===== src/rtl/multilane_8b10b_tx.sv =====
// N-lane 8b/10b serial transmitter: each lane sends gap-free frames of one comma
// header plus NUM_BYTES data symbols, one bit per clock, with staggered lane starts.
module multilane_8b10b_tx #(
    parameter int unsigned NUM_LANES   = 2,
    parameter int unsigned NUM_BYTES   = 2,
    parameter int unsigned START_DELAY = 5,
    parameter int unsigned SYNC_PERIOD = 16
) (
    input  logic                             i_clk,
    input  logic                             i_reset_n,
    input  logic [NUM_LANES*NUM_BYTES*8-1:0] i_data,
    input  logic [NUM_LANES-1:0]             i_lane_en,
    output logic [NUM_LANES-1:0]             o_data_read,
    output logic [NUM_LANES-1:0]             o_serial,
    output logic [NUM_LANES-1:0]             o_sync
);
    localparam int unsigned FRAME_BITS = 10 * (NUM_BYTES + 1);
    localparam int unsigned STAGGER    = FRAME_BITS / NUM_LANES;
    localparam int unsigned LAST_START = START_DELAY + (NUM_LANES - 1) * STAGGER;
    localparam int unsigned CNT_W      = $clog2(LAST_START + 2);
    localparam int unsigned SYM_W      = $clog2(NUM_BYTES + 1);
    localparam int unsigned FC_W       = (SYNC_PERIOD > 1) ? $clog2(SYNC_PERIOD) : 1;
    localparam int unsigned WORD_W     = NUM_BYTES * 8;
    localparam logic [7:0]  K28_1      = 8'h3C;
    localparam logic [7:0]  K28_5      = 8'hBC;

    typedef enum logic {HOLD, SEND} lane_state_e;

    lane_state_e          state_q [NUM_LANES];
    logic [3:0]           pos_q   [NUM_LANES];
    logic [SYM_W-1:0]     sym_q   [NUM_LANES];
    logic [FC_W-1:0]      frame_q [NUM_LANES];
    logic [WORD_W-1:0]    word_q  [NUM_LANES];
    logic [CNT_W-1:0]     cnt_q;
    logic [NUM_LANES-1:0] en_q, hdr_sync_q, rd_q;
    logic [NUM_LANES-1:0] read_q, serial_q, sync_out_q;

    logic [7:0]           sym_byte_c [NUM_LANES];
    logic [NUM_LANES-1:0] sym_k_c, load_c;
    logic [10:0]          enc_c      [NUM_LANES];

    // Returns {rd_after, abcdei, fghj} for one symbol at running disparity rd (1 = RD+).
    function automatic logic [10:0] encode(input logic [7:0] d, input logic k, input logic rd);
        logic [5:0] c6;
        logic [3:0] c4;
        logic       rd6;
        logic       a7;
        case (d[4:0])
            5'd0:  c6 = 6'b100111;  5'd1:  c6 = 6'b011101;  5'd2:  c6 = 6'b101101;  5'd3:  c6 = 6'b110001;
            5'd4:  c6 = 6'b110101;  5'd5:  c6 = 6'b101001;  5'd6:  c6 = 6'b011001;  5'd7:  c6 = 6'b111000;
            5'd8:  c6 = 6'b111001;  5'd9:  c6 = 6'b100101;  5'd10: c6 = 6'b010101;  5'd11: c6 = 6'b110100;
            5'd12: c6 = 6'b001101;  5'd13: c6 = 6'b101100;  5'd14: c6 = 6'b011100;  5'd15: c6 = 6'b010111;
            5'd16: c6 = 6'b011011;  5'd17: c6 = 6'b100011;  5'd18: c6 = 6'b010011;  5'd19: c6 = 6'b110010;
            5'd20: c6 = 6'b001011;  5'd21: c6 = 6'b101010;  5'd22: c6 = 6'b011010;  5'd23: c6 = 6'b111010;
            5'd24: c6 = 6'b110011;  5'd25: c6 = 6'b100110;  5'd26: c6 = 6'b010110;  5'd27: c6 = 6'b110110;
            5'd28: c6 = 6'b001110;  5'd29: c6 = 6'b101110;  5'd30: c6 = 6'b011110;  default: c6 = 6'b101011;
        endcase
        if (k) c6 = 6'b001111;
        if (rd && (($countones(c6) != 3) || (c6 == 6'b111000))) c6 = ~c6;
        rd6 = rd ^ ($countones(c6) != 3);
        a7  = rd6 ? (d[4:0] inside {5'd11, 5'd13, 5'd14}) : (d[4:0] inside {5'd17, 5'd18, 5'd20});
        case (d[7:5])
            3'd0:    c4 = 4'b1011;
            3'd1:    c4 = k ? 4'b0110 : 4'b1001;
            3'd2:    c4 = 4'b0101;
            3'd3:    c4 = 4'b1100;
            3'd4:    c4 = 4'b1101;
            3'd5:    c4 = k ? 4'b0101 : 4'b1010;
            3'd6:    c4 = 4'b0110;
            default: c4 = a7 ? 4'b0111 : 4'b1110;
        endcase
        if (rd6 && (($countones(c4) != 2) || (c4 == 4'b1100) || k)) c4 = ~c4;
        return {rd6 ^ ($countones(c4) != 2), c6, c4};
    endfunction

    always_comb begin
        for (int unsigned k = 0; k < NUM_LANES; k++) begin
            sym_byte_c[k] = K28_5;
            sym_k_c[k]    = 1'b1;
            if (sym_q[k] == '0) begin
                if (hdr_sync_q[k]) sym_byte_c[k] = K28_1;
            end else if (en_q[k]) begin
                sym_byte_c[k] = word_q[k][8*(int'(sym_q[k]) - 1) +: 8];
                sym_k_c[k]    = 1'b0;
            end
            enc_c[k]  = encode(sym_byte_c[k], sym_k_c[k], rd_q[k]);
            // A frame load overlaps the last HOLD cycle or the last bit of the running frame.
            load_c[k] = ((state_q[k] == HOLD) && (cnt_q == CNT_W'(START_DELAY + k * STAGGER))) ||
                        ((state_q[k] == SEND) && (sym_q[k] == SYM_W'(NUM_BYTES)) && (pos_q[k] == 4'd9));
        end
    end

    always_ff @(posedge i_clk) begin
        if (!i_reset_n) begin
            cnt_q      <= '0;
            en_q       <= '0;
            hdr_sync_q <= '0;
            rd_q       <= '0;
            read_q     <= '0;
            serial_q   <= '0;
            sync_out_q <= '0;
            for (int unsigned k = 0; k < NUM_LANES; k++) begin
                state_q[k] <= HOLD;
                pos_q[k]   <= '0;
                sym_q[k]   <= '0;
                frame_q[k] <= '0;
                word_q[k]  <= '0;
            end
        end else begin
            if (cnt_q != CNT_W'(LAST_START)) cnt_q <= cnt_q + 1'b1;
            read_q <= '0;
            for (int unsigned k = 0; k < NUM_LANES; k++) begin
                serial_q[k]   <= 1'b0;
                sync_out_q[k] <= 1'b0;
                if (state_q[k] == SEND) begin
                    serial_q[k]   <= enc_c[k][4'd9 - pos_q[k]];
                    sync_out_q[k] <= hdr_sync_q[k] && (sym_q[k] == '0);
                    if (pos_q[k] == 4'd9) begin
                        pos_q[k] <= '0;
                        sym_q[k] <= sym_q[k] + 1'b1;
                        rd_q[k]  <= enc_c[k][10];
                    end else begin
                        pos_q[k] <= pos_q[k] + 1'b1;
                    end
                end
                if (load_c[k]) begin
                    state_q[k]    <= SEND;
                    pos_q[k]      <= '0;
                    sym_q[k]      <= '0;
                    en_q[k]       <= i_lane_en[k];
                    hdr_sync_q[k] <= (SYNC_PERIOD != 0) && (frame_q[k] == '0);
                    if (SYNC_PERIOD > 1)
                        frame_q[k] <= (frame_q[k] == FC_W'(SYNC_PERIOD - 1)) ? '0 : frame_q[k] + 1'b1;
                    if (i_lane_en[k]) begin
                        word_q[k] <= i_data[k*WORD_W +: WORD_W];
                        read_q[k] <= 1'b1;
                    end
                end
            end
        end
    end

    assign o_data_read = read_q;
    assign o_serial    = serial_q;
    assign o_sync      = sync_out_q;
endmodule


===== config.mk =====
export PLATFORM = sky130hd
export DESIGN_NAME = multilane_8b10b_tx
export DESIGN_NICKNAME = d
export VERILOG_FILES = /design/src/rtl/multilane_8b10b_tx.sv
export SDC_FILE = /design/constraint.sdc
export NUM_CORES = 1
export LEC_CHECK = 0
export CAP_MARGIN = 30
export CELL_PAD_IN_SITES_DETAIL_PLACEMENT = 2
export CELL_PAD_IN_SITES_GLOBAL_PLACEMENT = 2
export CORE_MARGIN = 2
export CORE_UTILIZATION = 38
export DETAILED_ROUTE_END_ITERATION = 8
export PLACE_DENSITY_LB_ADDON = 0.1
export SETUP_SLACK_MARGIN = 0.2
export SLEW_MARGIN = 0
export SYNTH_ARGS = -nofsm -noshare
export SYNTH_HDL_FRONTEND = slang
export SYNTH_SLANG_ARGS = --single-unit

===== constraint.sdc =====
create_clock -name i_clk -period 13.6 [get_ports i_clk]
set_input_delay 1.36 -clock i_clk [delete_from_list [all_inputs] [get_ports i_clk]]
set_output_delay 1.36 -clock i_clk [all_outputs]
set_load 0.1 [all_outputs]

==> impl_metrics.py <==
metrics = {
    "critical_path": {
        "crit_type": "reg2reg",
        "cp-end-kind": "flip-flop",
        "crit_buf_inv": 6,
        "crit_path_max_fanout": 23,
        "critPathLaunch": "sym_q[1][0]$_SDFFE_PP0P_",
        "rr_startpoint": "sym_q[1][0]$_SDFFE_PP0P_",
        "arrival_ps": 12540,
        "critPathRequiredTime_ps": 13870,
        "crit_slowest_cell": "fa_1",
        "path_delay_family": "adder cells",
        "slowest_delay_ps": 630,
        "cp_common_cell": "ha_1",
        "crit_path_start_kind": "flip-flop",
    },
    "sta": {
        "period_needed_ps": 12270,
        "drv_slew": 0,
        "final-setup-viol-count": 0,
        "setup-tns-final_ps": 0,
        "worstMarginPinSlew_ps": 982.6,
        "rsz0062_at_grt": "no",
        "hold_viol": 0,
        "finalWorstSetupSlack_ps": 1328,
        "min_period_over_period_pct": 90.23,
        "finalClockSkew_ps": 10.28,
        "clock.fmax_mhz": 81.49,
        "maxSlewHeadroom_pct": 34.29,
    },
    "clocking": {
        "path_clk_slew_ps": 60,
        "htreeDepth": 3,
        "post-cts-setup-buffers": 0,
        "numCtsBuffers": 9,
        "clkSinkCount": 71,
        "cts.path.max_buffers": 2,
        "clk_latency_ps": 340,
        "cts_tree": "yes",
        "cts_hold_buf": 0,
        "cts.repair.resized": 0,
        "cts_root_buf": "clkbuf_16",
    },
    "floorplan": {
        "start_util_pct": 38.80,
        "dieArea_sq_um": 17250,
        "die_h_microns": 131.4,
        "die_x_microns": 131.4,
        "rows": 46,
        "ioPinCount": 42,
        "core_area_sq_um": 15890,
    },
    "logic_synthesis": {
        "yosys-top-cells-area": "edfxtp_1 (25%), ha_1 (12%), dfxtp_1 (6.2%), fa_1 (3.9%), inv_1 (3.7%)",
        "synth-seq-cells": 71,
        "synth_edf_count": 52,
        "syn_avg_cell_area_sq_um": 9.172,
        "synthCells": 672,
        "synth_fp_nets": 777,
        "yosys_warnings": 0,
        "synthDistinctLibCells": 78,
        "ys.flop_type": "edfxtp_1",
        "yosysSeqAreaShare_pct": 31.51,
        "synth_async_sr_flop_share_pct": 0,
        "syn_area_sq_um": 6163,
        "yosysTopAreaCell": "edfxtp_1",
        "synth_top_area_share_pct": 25.33,
        "yosysMostFrequentCell": "inv_1",
        "synthTopCellsByCount": "inv_1 (61), nor2_1 (58), ha_1 (57)",
    },
    "layout": {
        "diodes": 0,
        "synthToLayoutAreaGrowth_pct": 13.42,
        "fillCellCount": 1747,
        "layout-drive-gt1-share_pct": 8.039,
        "fin_area_sq_um": 6990,
        "num-nets-final": 809,
    },
    "power": {
        "ir_drop_v": 0.00006171,
        "power_mw": 0.5362,
        "leakagePower_nw": 2.656,
        "power_density_nw_per_um2": 76.71,
    },
    "detailed_routing": {
        "dr.first_iter.drc_count": 330,
        "vias": 5210,
        "wl_per_cell_microns": 19.45,
        "ant_nets": 0,
        "routed_via_density": 5.632,
        "drc_errors": 0,
        "wirelength_microns": 17990,
        "first_pass_iters": 4,
    },
    "outcome": {
        "status": "completed",
    },
    "global_route": {
        "grt_overflow": 0,
        "track_usage_pct": 21.56,
        "grt_pass1_vias": 5619,
        "grt_max_degree": 33,
        "grt_pass1_wl_microns": 30190,
        "grt_antenna_before_repair": 0,
    },
    "placed_design": {
        "port_buffers": 41,
        "dpl.hpwl_microns": 13950,
        "place_ws_ps": 782.9,
        "placed_area_sq_um": 6719,
        "gp_congestion": 0.8571,
    },
    "hold_path": {
        "hold_start": "en_q[0]$_SDFFE_PN0N_",
        "hold_path_class": "reg2reg",
    },
    "flow_run": {
        "cap_viol_max_count": 0,
    },
}
==> state kept, by name (all words and copies together), names as in the netlist, 4 cells and up <==
register,flops
pos_q,8
sym_q,4
frame_q,8
word_q,32
cnt_q,5
==> metal layers <==
metal	wire (microns)	GRT usage, %	up-vias
li1	-	-	2495
met1	8943	30.39	2627
met2	8456	35.15	76
met3	433	3.202	12
met4	160	4.650	0
met5	0	0	-
==> final timing paths <==
kind | endpoint | slack (ps) | cells past startpoint
setup / recovery | o_serial[1]$_SDFF_PN0_ | 1330 | 44
hold / removal | en_q[0]$_SDFFE_PN0N_ | 500 | 2
hold reg to reg | en_q[0]$_SDFFE_PN0N_ | 500 | 2
setup reg to reg | o_serial[1]$_SDFF_PN0_ | 1330 | 44
==> tightest hold or removal path: cells and delay by family (launching register included) <==
family,cells,cell delay (ps)
flip-flops,1,340
AND/OR/NAND/NOR,2,120
==> cell type report <==
cell class                 count  area [sq um]  area share, %
timing repair buffer          44         432.9          6.193
tap                          216         270.3          3.866
clock inverter                 6         38.79         0.5549
multi-input combinational    516          3844          54.98
clock buffer                  10         229.0          3.275
inverter                      62         232.7          3.329
sequential                    71          1943          27.80
==> kinds of logic after synthesis <==
logic type / count (synthesis) / synth area share [%]
fa+ha+maj: 69 / 15.47
xor+xnor: 32 / 4.547
compound gates: 140 / 16.50
buf+inv: 85 / 6.171
flops: 71 / 31.51
mux: 29 / 5.339
simple gates: 246 / 20.46
==> power breakdown <==
part	internal, mW	leakage [nW]	switching, mW
Clock	0.123	0.128	0.0925
Combinational	0.0296	1.83	0.0407
Sequential	0.241	0.695	0.0101
==> per-stage QoR <==
stage	utilization [%]	std cells	hold slack (ps)
floorplan	-	672	444.4
global placement	42.30	909	458.9
detailed placement	42.30	909	493.1
CTS	43.98	925	507.3
global route	44.01	925	537.3
finish	44.01	925	499.4
==> cell usage in the layout, fill, tap and decap left out, types with 6 or more instances in the layout <==
master / synthesis / routed
nor3_1: 20 / 20
nand4_1: 9 / 9
clkdlybuf4s50_1: 0 / 41
fa_1: 12 / 12
nor2_1: 58 / 58
xnor2_1: 25 / 25
edfxtp_1: 52 / 52
mux2i_1: 13 / 13
o211ai_1: 6 / 6
mux2_2: 10 / 10
inv_1: 61 / 61
nand2_1: 46 / 46
ha_1: 57 / 56
dfxtp_1: 19 / 18
xor2_1: 7 / 7
clkbuf_16: 0 / 9
a31oi_1: 9 / 9
and2_1: 33 / 33
nand3b_1: 7 / 7
or3_1: 6 / 6
o21ai_0: 22 / 22
nand3_1: 28 / 28
nand2b_1: 9 / 9
a21oi_1: 32 / 32
and3_1: 8 / 8
No activity file was read; power rests on OpenSTA's default activity.
